===== config.mk =====
export PLATFORM = sky130hd
export DESIGN_NAME = times_table_ctrl_flat
export DESIGN_NICKNAME = d
export VERILOG_FILES = /design/src/rtl/times_table_ctrl_if.sv /design/src/rtl/times_table_ctrl.sv /design/src/flat_wrapper.sv
export SDC_FILE = /design/constraint.sdc
export NUM_CORES = 1
export LEC_CHECK = 0
export CORE_MARGIN = 5
export CORE_UTILIZATION = 25
export CTS_BUF_LIST = sky130_fd_sc_hd__clkbuf_16
export DETAILED_ROUTE_END_ITERATION = 10
export DONT_BUFFER_PORTS = 1
export PLACE_DENSITY = 0.37
export SLEW_MARGIN = 0
export SYNTH_ARGS = -nofsm -noshare
export SYNTH_HDL_FRONTEND = slang
export SYNTH_SLANG_ARGS = --single-unit

===== constraint.sdc =====
create_clock -name clk -period 2.5 [get_ports clk]
set_input_delay 0.125 -clock clk [delete_from_list [all_inputs] [get_ports clk]]
set_output_delay 0.125 -clock clk [all_outputs]
set_load 0.02 [all_outputs]

===== src/rtl/times_table_ctrl_if.sv =====
// Operand request, times-table memory and result channels of times_table_ctrl.
// The master modport is the controller; the slave modport is its environment.
interface times_table_ctrl_if;
  logic       in_valid;
  logic       in_ready;
  logic [2:0] in_a;
  logic [2:0] in_b;
  logic       mem_en;
  logic [2:0] mem_a;
  logic [2:0] mem_b;
  logic [5:0] mem_out;
  logic       res_valid;
  logic       res_ready;
  logic [5:0] res_data;
  logic [2:0] res_a;
  logic [2:0] res_b;

  modport master (
    input  in_valid, in_a, in_b, mem_out, res_ready,
    output in_ready, mem_en, mem_a, mem_b, res_valid, res_data, res_a, res_b
  );

  modport slave (
    output in_valid, in_a, in_b, mem_out, res_ready,
    input  in_ready, mem_en, mem_a, mem_b, res_valid, res_data, res_a, res_b
  );
endinterface


===== src/rtl/times_table_ctrl.sv =====
// Times-table lookup controller: issues memory reads, buffers products in order.
// Optional macro TIMES_TABLE_CHECK_EN adds an a*b cross-check driving the sticky err flag.
module times_table_ctrl #(
  parameter int unsigned DEPTH = 4
) (
  input  logic                clk,
  input  logic                rst,
  times_table_ctrl_if.master  bus,
  output logic [7:0]          res_count,
  output logic                err
);

  localparam int unsigned AW = $clog2(DEPTH);
  localparam int unsigned CW = AW + 1;

  logic [5:0]    data_q [DEPTH];
  logic [2:0]    a_q    [DEPTH];
  logic [2:0]    b_q    [DEPTH];
  logic [AW-1:0] wr_ptr_q, wr_ptr_d;
  logic [AW-1:0] rd_ptr_q, rd_ptr_d;
  logic [CW-1:0] cnt_q, cnt_d, occ;
  logic          infl_q, infl_d;
  logic [2:0]    infl_a_q, infl_b_q;
  logic [7:0]    res_count_q, res_count_d;
  logic          accept, push, pop;

  // in_ready sees only registered occupancy plus the outstanding read, and rst
  assign occ          = cnt_q + CW'(infl_q);
  assign bus.in_ready = !rst && (occ < CW'(DEPTH));
  assign accept       = bus.in_valid && bus.in_ready;
  assign bus.mem_en   = accept;
  assign bus.mem_a    = bus.in_a;
  assign bus.mem_b    = bus.in_b;

  assign push          = infl_q;
  assign bus.res_valid = (cnt_q != '0);
  assign pop           = bus.res_valid && bus.res_ready;
  assign bus.res_data  = data_q[rd_ptr_q];
  assign bus.res_a     = a_q[rd_ptr_q];
  assign bus.res_b     = b_q[rd_ptr_q];
  assign res_count     = res_count_q;

  always_comb begin
    wr_ptr_d    = wr_ptr_q;
    rd_ptr_d    = rd_ptr_q;
    cnt_d       = cnt_q;
    infl_d      = accept;
    res_count_d = res_count_q;
    if (push) wr_ptr_d = wr_ptr_q + AW'(1);
    if (pop) begin
      rd_ptr_d    = rd_ptr_q + AW'(1);
      res_count_d = res_count_q + 8'd1;
    end
    unique case ({push, pop})
      2'b10:   cnt_d = cnt_q + CW'(1);
      2'b01:   cnt_d = cnt_q - CW'(1);
      default: cnt_d = cnt_q;
    endcase
  end

  always_ff @(posedge clk) begin
    if (rst) begin
      wr_ptr_q    <= '0;
      rd_ptr_q    <= '0;
      cnt_q       <= '0;
      infl_q      <= 1'b0;
      infl_a_q    <= '0;
      infl_b_q    <= '0;
      res_count_q <= '0;
      for (int unsigned i = 0; i < DEPTH; i++) begin
        data_q[i] <= '0;
        a_q[i]    <= '0;
        b_q[i]    <= '0;
      end
    end else begin
      wr_ptr_q    <= wr_ptr_d;
      rd_ptr_q    <= rd_ptr_d;
      cnt_q       <= cnt_d;
      infl_q      <= infl_d;
      res_count_q <= res_count_d;
      if (accept) begin
        infl_a_q <= bus.in_a;
        infl_b_q <= bus.in_b;
      end
      if (push) begin
        data_q[wr_ptr_q] <= bus.mem_out;
        a_q[wr_ptr_q]    <= infl_a_q;
        b_q[wr_ptr_q]    <= infl_b_q;
      end
    end
  end

`ifdef TIMES_TABLE_CHECK_EN
  logic       err_q;
  logic [5:0] ref_prod;

  assign ref_prod = {3'b000, infl_a_q} * {3'b000, infl_b_q};
  assign err      = err_q;

  always_ff @(posedge clk) begin
    if (rst) err_q <= 1'b0;
    else if (push && (bus.mem_out != ref_prod)) err_q <= 1'b1;
  end
`else
  assign err = 1'b0;
`endif

endmodule


===== src/flat_wrapper.sv =====
// flat-port wrapper written by rule: the top's interface ports become plain ports
module times_table_ctrl_flat 
#(
  parameter int unsigned DEPTH = 4
)
  (clk, rst, res_count, err, bus_in_valid, bus_in_a, bus_in_b, bus_mem_out, bus_res_ready, bus_in_ready, bus_mem_en, bus_mem_a, bus_mem_b, bus_res_valid, bus_res_data, bus_res_a, bus_res_b);
  times_table_ctrl_if bus_i ();
  input  logic clk;
  input  logic rst;
  output logic [7:0] res_count;
  output logic err;
  input wire logic [$bits(bus_i.in_valid)-1:0] bus_in_valid;
  input wire logic [$bits(bus_i.in_a)-1:0] bus_in_a;
  input wire logic [$bits(bus_i.in_b)-1:0] bus_in_b;
  input wire logic [$bits(bus_i.mem_out)-1:0] bus_mem_out;
  input wire logic [$bits(bus_i.res_ready)-1:0] bus_res_ready;
  output wire logic [$bits(bus_i.in_ready)-1:0] bus_in_ready;
  output wire logic [$bits(bus_i.mem_en)-1:0] bus_mem_en;
  output wire logic [$bits(bus_i.mem_a)-1:0] bus_mem_a;
  output wire logic [$bits(bus_i.mem_b)-1:0] bus_mem_b;
  output wire logic [$bits(bus_i.res_valid)-1:0] bus_res_valid;
  output wire logic [$bits(bus_i.res_data)-1:0] bus_res_data;
  output wire logic [$bits(bus_i.res_a)-1:0] bus_res_a;
  output wire logic [$bits(bus_i.res_b)-1:0] bus_res_b;
  assign bus_i.in_valid = bus_in_valid;
  assign bus_i.in_a = bus_in_a;
  assign bus_i.in_b = bus_in_b;
  assign bus_i.mem_out = bus_mem_out;
  assign bus_i.res_ready = bus_res_ready;
  assign bus_in_ready = bus_i.in_ready;
  assign bus_mem_en = bus_i.mem_en;
  assign bus_mem_a = bus_i.mem_a;
  assign bus_mem_b = bus_i.mem_b;
  assign bus_res_valid = bus_i.res_valid;
  assign bus_res_data = bus_i.res_data;
  assign bus_res_a = bus_i.res_a;
  assign bus_res_b = bus_i.res_b;
  times_table_ctrl #(.DEPTH(DEPTH)) u_core (.clk(clk), .rst(rst), .bus(bus_i), .res_count(res_count), .err(err));
endmodule

### After elaboration in Yosys (flattened, before gate mapping)

Memory sizes are Yosys's and may differ from the RTL's. A register that Yosys moved wholly into a read port is not among the register bits.
Index checks and enable logic that the tools add are counted.

| word-level totals | value |
|---|---|
| input bits | 16 |
| latch bits | 0 |
| output and inout bits | 30 |
| bits in writable memories | 48 |
| word-level logic and storage cells | 49 |
| bits in registers | 22 |
| memories kept | 3 |
| memory bits (read-only) | 0 |

Memory list:

| name | depth | bits a word | read ports | clocked after Yosys merged registers in | wr ports | RTL line | text |
|---|---|---|---|---|---|---|---|
| u_core.data_q | 4 | 6 | 1 | 1 | 4 | times_table_ctrl.sv:16 | `logic [5:0] data_q [DEPTH];` |
| u_core.a_q | 4 | 3 | 1 | 1 | 4 | times_table_ctrl.sv:17 | `logic [2:0] a_q [DEPTH];` |
| u_core.b_q | 4 | 3 | 1 | 1 | 4 | times_table_ctrl.sv:18 | `logic [2:0] b_q [DEPTH];` |

| operators by class | value |
|---|---|
| shifts and indexed selects | 0 |
| $mul | 0 |
| equal/unequal tests | 2 |
| bitwise operators | 0 |
| add/subtract/negate cells | 6 |
| reduce and logical (&&, ||, !) cells | 9 |
| div/mod/pow operators | 0 |
| muxes and demuxes | 21 |
| magnitude comparators | 1 |

Operators by type and width:

| cell | count |
|---|---|
| $mux W2 | 9 |
| $add A8 B1 Y8 const B | 1 |
| $mux W1 | 8 |
| $mux W3 | 2 |
| $mux W6 | 1 |
| $pmux W3 S2 | 1 |
| $reduce_or A3 Y1 | 2 |
| $reduce_or A6 Y1 | 1 |
| $add A2 B1 Y2 const B | 2 |
| $add A3 B1 Y3 | 1 |
| $add A3 B1 Y3 const B | 1 |
| $logic_and A1 B1 Y1 | 3 |
| $lt A3 B3 Y1 const B | 1 |
| $reduce_bool A3 Y1 | 1 |
| $sub A3 B1 Y3 const B | 1 |
| $eq A2 B1 Y1 const B | 1 |
| $eq A2 B2 Y1 const B | 1 |
| $reduce_bool A2 Y1 | 1 |
| $logic_not A1 Y1 | 1 |

### Logic depth before layout (Yosys ltp)

Gate-level depths: netlist of the first run.

| logic depth | value |
|---|---|
| depth after elaboration | 5 |
| depth in mapped cells | 9 |
| mapped depth without buffers | 8 |

### Worst setup path after synthesis of the first run

No wires, ideal clock.

| timing path | value |
|---|---|
| path kind | register to register |
| from | register u_core.cnt_q[2] |
| to | register u_core.cnt_q[2] |
| slack | 0.580 ns |
| data arrival time | 1.849 ns |
| library setup time | 0.070 ns |
| period minus slack after synthesis | 1.920 ns |
| stages on the path, launching flop included | 10 |
| data required time | 2.430 ns |
| buffers on the path | 1 |
| cell sequence | dfxtp_1 buf_2 o31ai_4 inv_1 ha_1 inv_1 fa_1 xor2_1 or3_1 a21oi_1 |

| between the ends | value |
|---|---|
| cells in the longest elaborated chain, start to end | 4 |
| elaborated cells on any way between the ends | 8 |
| those cells by class | 2 x add/sub; 2 x eq/ne; 1 x mux; 3 x reduce/logical |

RTL lines:

| element | RTL line | text |
|---|---|---|
| start: declaration | times_table_ctrl.sv:21 | `logic [CW-1:0] cnt_q, cnt_d, occ;` |
| start signal: assignment | times_table_ctrl.sv:78 | `cnt_q <= cnt_d;` |
| $reduce_bool A3 Y1 * | times_table_ctrl.sv:36 | `assign bus.res_valid = (cnt_q != '0);` |
| $logic_and A1 B1 Y1 * | times_table_ctrl.sv:37 | `assign pop = bus.res_valid && bus.res_ready;` |
| net u_core.pop | times_table_ctrl.sv:25 | `logic accept, push, pop;` |
| $eq A2 B1 Y1 / $eq A2 B2 Y1 (equally long branches) | times_table_ctrl.sv:54 | `unique case ({push, pop})` |
| $pmux W3 S2 / $reduce_bool A2 Y1 (equally long branches) | -- |  |

The timed path passes the listed nets; every way through them passes the cells marked *.
A chain may end at the register's enable or synchronous reset.

### Worst setup path after layout of the first run

Same ends and word-level chain as after synthesis.

==> results of run 1 <==
-- final cells by class --
cell class	count	area (µm²)	share of cell area, %
Sequential cell	72	1920	49.9
Multi-Input combinational cell	141	1180	30.8
Clock buffer	9	225	5.85
Tap cell	172	215	5.59
Timing Repair Buffer	19	175	4.55
Clock inverter	7	95.1	2.47
Inverter	9	33.8	0.877
-- logic make-up after synthesis --
kind of cell | count (synthesis) | share of synthesized area, %
DFF | 72 | 59.3
other | 1 | 0.116
adders and majority gates | 3 | 1.39
AOI/OAI and AO/OA | 16 | 3.70
buffers and inverters | 28 | 4.21
xor gates and xnor gates | 8 | 2.16
muxes | 21 | 12.5
and+or+nand+nor | 92 | 16.7
-- state kept, by name (all words and copies together), names as in the netlist, named ones only --
| register | count |
|---|---|
| u_core.wr_ptr_q | 2 |
| u_core.rd_ptr_q | 2 |
| u_core.data_q | 24 |
| u_core.res_count | 8 |
| u_core.cnt_q | 3 |
| u_core.infl_a_q | 3 |
| u_core.b_q | 12 |
| u_core.a_q | 12 |
| u_core.infl_b_q | 3 |
| u_core.infl_q | 1 |
-- layer usage --
metal | vias up | share of wire [%] | global-route usage, %
li1 | 869 | - | -
met1 | 859 | 45 | 12.5
met2 | 41 | 48 | 15.8
met3 | 12 | 5.8 | 3.91
met4 | 0 | 1.9 | 4.72
met5 | - | 0 | 0
-- power by group --
part | internal (mW) | leakage [nW] | switching, mW
Combinational | 0.291 | 0.548 | 0.382
Sequential | 1.39 | 0.694 | 0.127
Clock | 0.873 | 0.149 | 0.515
-- placed cells by master, fill, tap and decap left out, drive strengths merged, types with 2 or more instances in the layout --
cell type / count
and2: 48
edfxtp: 48
dfxtp: 24
nor2: 14
dlygate4sd3: 13
mux4: 12
inv: 11
clkbuf: 9
a21oi: 7
nor2b: 7
mux2: 7
buf: 6
nand2: 5
xor2: 5
or3: 4
xnor2: 3
o21ai: 3
clkinvlp: 3
o31ai: 3
or2: 2
nor4: 2
or4: 2
ha: 2
bufinv: 2
nand3: 2
mux2i: 2
o311ai: 2
-- stage by stage --
step / cells / setup slack, ns / util (%) / area, µm²
6_report: 429 / 0.486 / 30.4 / 3850
3_3_place_gp: 400 / 0.544 / 26.8 / 3400
2_1_floorplan: 241 / 0.580 / - / 3240
4_1_cts: 429 / 0.471 / 30.4 / 3850
5_1_grt: 429 / 0.337 / 30.4 / 3850
3_5_place_dp: 400 / 0.515 / 26.8 / 3400
-- worst reg2reg max path, stage by stage (launching register included) --
cell     delay (ns)
dfxtp_1        0.55
o31ai_4        0.13
inv_1          0.07
ha_1           0.17
inv_1          0.06
fa_1           0.37
xor2_1         0.16
or3_1          0.30
a21oi_1        0.14
-- worst max path at each step --
stage | from | to
after floorplan | u_core.cnt_q[2]$_SDFFE_PP0P_ | u_core.cnt_q[2]$_SDFFE_PP0P_
after global placement | u_core.cnt_q[2]$_SDFFE_PP0P_ | u_core.cnt_q[2]$_SDFFE_PP0P_
after detailed placement | u_core.cnt_q[2]$_SDFFE_PP0P_ | u_core.cnt_q[2]$_SDFFE_PP0P_
after CTS | u_core.cnt_q[2]$_SDFFE_PP0P_ | u_core.cnt_q[2]$_SDFFE_PP0P_
after global routing | u_core.cnt_q[2]$_SDFFE_PP0P_ | u_core.cnt_q[2]$_SDFFE_PP0P_
final | u_core.cnt_q[2]$_SDFFE_PP0P_ | u_core.cnt_q[2]$_SDFFE_PP0P_
==> results.yml, run 1 <==
worst_setup_path:
  reg2reg_slack_ns: 0.49
  r2r_start: "u_core.cnt_q[2]$_SDFFE_PP0P_"
  startpoint_type: "flop"
  crit_buf_inv: 2
  cp_max_fo: 9
  cp_slowest_stage_delay_ns: 0.55
  cp.required_ns: 2.76
  reg2reg_depth: 8
  cp_common_cell: "inv_1"
  endpoint_kind: "flop"
  crit_cells: 8
  critPathArrivalTime_ns: 2.28
  crit_chain: "o31ai_4 -> inv_1 -> ha_1 -> inv_1 -> fa_1 -> xor2_1 -> or3_1 -> a21oi_1"
  worstReg2RegEnd: "u_core.cnt_q[2]$_SDFFE_PP0P_"
  slowest_stage: "dfxtp_1"
  crit_family: "flip-flops"
  crit_type: "flop to flop"
timing:
  relSlewSlack_pct: 52.0
  fin_crit_ns: 2.01
  hold_violations: 0
  setup_viol: 0
  slew_viol_final: 0
  grt_setup_unrepaired: "false"
  skew_ns: 0.00668
  max_freq_ghz: 0.496
  worstMarginPinSlew_ns: 0.720
  fin_crit_sh_pct: 80.6
  hold_ws_ns: 0.0214
  fin_setup_tns_ns: 0
yosys:
  syn-num-nets: 260
  ys_seq_area_share_pct: 59.3
  syn_avg_cell_area_um2: 13.5
  syn_inst: 241
  ys_ff_latch: 72
  synthTopCellsByCount: "48 x and2_1, 48 x edfxtp_1, 24 x dfxtp_1, 14 x nor2_1, 12 x mux4_2"
  ys_types: 40
  post_synth_instance_area_mm2: 0.00324
  yosys.area.top_type: "edfxtp_1"
  synth_top_cell_area_share_pct: 44.4
  synth-async-reset-ratio_pct: 0
  synthTopCellsByArea: "edfxtp_1 44%, dfxtp_1 15%, and2_1 9.3%"
  synthFlopType: "edfxtp_1"
  yosys_warnings: 0
  synth_edf_count: 48
floorplan:
  core_area_mm2: 0.0127
  die_height_um: 124
  die_w_um: 124
  io_pins: 46
  start_util_pct: 25.6
  rows: 41
  dieArea_mm2: 0.0154
cts:
  clock-sinks: 72
  clk_latency_ns: 0.34
  ctsHoldBuffers: 13
  cts_buffers: 9
  root_buffer: "clkbuf_16"
  cts.path.max_buffers: 2
  cts_resized: 0
  cts_tree: "yes"
  path_clk_slew_ns: 0.06
  h-tree-depth: 3
  postCtsSetupRepairBufs: 0
job:
  drv_cap: 0
worst_hold_path:
  holdPathEnd: "u_core.res_count[7]$_SDFFE_PP0P_"
  hold_class: "input pin to flop"
  hold_path_startpoint: "rst"
  hold_path_depth: 2
finish:
  fill_cells: 1329
  finalNetCount: 271
  antenna-diode-count: 0
  drive_gt1_share_pct: 18.7
  area_delta_synth_final_pct: 18.7
drt:
  drc: 0
  detail-route-antenna-nets: 0
  via_per_inst: 4.15
  drt-total-wl_mm: 7.05
  first_pass_iters: 4
  dr_total_vias: 1781
  wire_per_inst_um: 16.4
  drt_iter0_drc: 115
global_route:
  grt_pass1_wl_mm: 11.1
  track_usage_pct: 10.2
  grt_pass1_vias: 1919
  antenna_found_initial: 0
  grt_overflow: 0
  grt_max_degree: 20
power:
  irDropWorstVdd_uv: 245
  power.density_mw_per_mm2: 928
  p_total_mw: 3.57
  p_leak_nw: 1.39
place:
  numPortBuffers: 0
  gp_congestion: 0.701
  post-dp-hpwl_mm: 4.36
outcome:
  outcome: "completed"
No activity file was read; power rests on OpenSTA's default activity.
==> run 2, diff against run 1 <==
--- a/config.mk
+++ b/config.mk
@@ -10,7 +10,7 @@
 export CTS_BUF_LIST = sky130_fd_sc_hd__clkbuf_16
 export DETAILED_ROUTE_END_ITERATION = 10
 export DONT_BUFFER_PORTS = 1
-export PLACE_DENSITY = 0.37
+export PLACE_DENSITY = 0.39
 export SLEW_MARGIN = 0
 export SYNTH_ARGS = -nofsm -noshare
 export SYNTH_HDL_FRONTEND = slang
==> constraint.sdc (replaced) <==
create_clock -name clk -period 1.78 [get_ports clk]
set_input_delay 0.089 -clock clk [delete_from_list [all_inputs] [get_ports clk]]
set_output_delay 0.089 -clock clk [all_outputs]
set_load 0.02 [all_outputs]
==> run 2 against run 1 <==
Net effect: sequential share of layout area is 0.70 points lower; combinational power is 75% higher; global-route usage is 0.11 points lower; non-clock buffer count is 11 higher; worst hold slack better by 0.00087 ns; register-to-register slack worse by 0.47 ns; sequential power is 35% higher; worst setup slack worse by 0.47 ns; power is 36% higher.
==> results.yml, run 2 (synthesized netlist as in run 1, its figures left out) <==
outcome:
  outcome: "completed"
finish:
  regMostFlops: "u_core.data_q"
  fin_area_mm2: 0.00391
  multi_input_area_mm2: 0.00122
  drive_gt1_share_pct: 25.7
  regArea_mm2: 0.00193
  area_delta_synth_final_pct: 20.7
  final_cell_mix: "48 x and2_1, 48 x edfxtp_1, 21 x dfxtp_1"
  largest_reg_flops: 24
  fin_cells: 440
  reg_top3: "u_core.data_q: 24 flops, u_core.a_q: 12 flops, u_core.b_q: 12 flops"
  antenna-diode-count: 0
  fill_cells: 1305
  finalNetCount: 282
timing:
  skew_ns: 0.00648
  grt_setup_unrepaired: "true"
  max_freq_ghz: 0.567
  worst_slack_ns: 0.0161
  relSlewSlack_pct: 37.4
  slew_viol_final: 0
  fin_crit_ns: 1.76
  fin_crit_sh_pct: 99.1
  hold_violations: 0
  setup_viol: 0
  worstMarginPinSlew_ns: 0.935
global_route:
  grt_max_degree: 19
  track_usage_pct: 10.1
  grt_overflow: 0
  grt_pass1_vias: 1876
  antenna_found_initial: 0
  grt_pass1_wl_mm: 11.0
floorplan:
  dieArea_mm2: 0.0154
  start_util_pct: 25.6
  core_area_mm2: 0.0127
  rows: 41
  die_w_um: 124
  die_height_um: 124
  io_pins: 46
power:
  irDropWorstVdd_uv: 431
  p_leak_nw: 1.44
  power.density_mw_per_mm2: 1240
drt:
  first_pass_iters: 4
  detail-route-antenna-nets: 0
  dr_total_vias: 1832
  drt_iter0_drc: 92
  drt-total-wl_mm: 7.20
  via_per_inst: 4.16
  wire_per_inst_um: 16.4
  drc: 0
cts:
  cts_tree: "yes"
  clk_latency_ns: 0.33
  path_clk_slew_ns: 0.06
  clock-sinks: 72
  root_buffer: "clkbuf_16"
  cts.path.max_buffers: 2
  cts_buffers: 9
  h-tree-depth: 3
worst_setup_path:
  cp.required_ns: 2.03
  endpoint_kind: "flop"
  crit_type: "flop to flop"
  startpoint_type: "flop"
  critPathArrivalTime_ns: 2.02
  cp_max_fo: 2
worst_hold_path:
  hold_class: "input pin to flop"
place:
  place_area_mm2: 0.00347
  gp_congestion: 0.665
  dp.cells: 409
  post-dp-hpwl_mm: 4.42
  numPortBuffers: 0
  dp_slack_ns: 0.0388
job:
  drv_cap: 0
-- run 2: cell count changes in the layout (fill, tap and decap cells not counted), moves of 2 or more --
| cell | before | now |
|---|---|---|
| clkinv_2 | 0 | 4 |
| buf_4 | 6 | 17 |
| dfxtp_1 | 24 | 21 |
| clkinvlp_4 | 3 | 1 |
| inv_2 | 1 | 3 |
| dfxtp_2 | 0 | 3 |
| bufinv_16 | 2 | 0 |
| inv_1 | 9 | 7 |
-- run 2: power breakdown --
group	internal [mW]	total [mW]	leakage [nW]	switching [mW]
logic	0.512	1.18	0.607	0.669
clock network	0.929	1.62	0.136	0.690
registers	1.95	2.04	0.695	0.0924
total	3.39	4.84	1.44	1.45
-- run 2: worst max-delay path: stages (launching register included) --
cell	delay (ns)
dfxtp_2	0.35
o31ai_4	0.08
inv_2	0.08
ha_4	0.14
inv_2	0.03
fa_2	0.34
xor2_2	0.16
or3_4	0.38
a21oi_2	0.13
-- run 2: cell type report --
class | instances | share of cell area, %
clock buffers | 9 | 5.75
clock inverters | 7 | 1.02
inverters | 9 | 0.863
multi-input cells | 141 | 31.1
flip-flops and latches | 72 | 49.2
well taps | 172 | 5.50
repair buffers | 30 | 6.59
-- run 2: final timing paths --
check,from,to,slack (ns),cells after the start
setup / recovery,u_core.cnt_q[0]$_SDFFE_PP0P_,u_core.cnt_q[2]$_SDFFE_PP0P_,0.02,8
hold / removal,rst,u_core.infl_a_q[1]$_SDFFE_PP0P_,0.02,2
setup reg to reg,u_core.cnt_q[0]$_SDFFE_PP0P_,u_core.cnt_q[2]$_SDFFE_PP0P_,0.02,8
hold reg to reg,u_core.wr_ptr_q[1]$_SDFFE_PP0P_,u_core.wr_ptr_q[1]$_SDFFE_PP0P_,0.52,2
-- run 2: routing by layer --
layer	track usage, %	vias up	part of all wire [%]
li1	-	892	-
met4	4.11	0	1.8
met1	12.6	888	45
met2	15.9	42	49
met5	0	-	0
met3	3.45	10	4.7
-- run 2: stage by stage --
| step | power, mW | util, % | setup TNS [ns] | hold slack (ns) |
|---|---|---|---|---|
| after floorplan | 2.95 | - | -0.0969 | 0.232 |
| after global placement | 3.17 | 27.4 | 0 | 0.164 |
| after detailed placement | 3.18 | 27.4 | 0 | 0.166 |
| after CTS | 4.86 | 30.6 | 0 | 0.00690 |
| after global routing | 5.10 | 30.9 | -0.0366 | 0.0120 |
| final | 4.84 | 30.9 | 0 | 0.0222 |
-- run 2: what timing repair did --
item / 4_1_cts / 5_1_grt
setup endpoints to repair: 1 / 1
pin swaps: 0 / 4
buffers inserted: 1 / 1
hold endpoints to repair: 47 / 0
gates resized for setup: 0 / 8
cloned: 0 / 0
hold buffers: 13 / 0
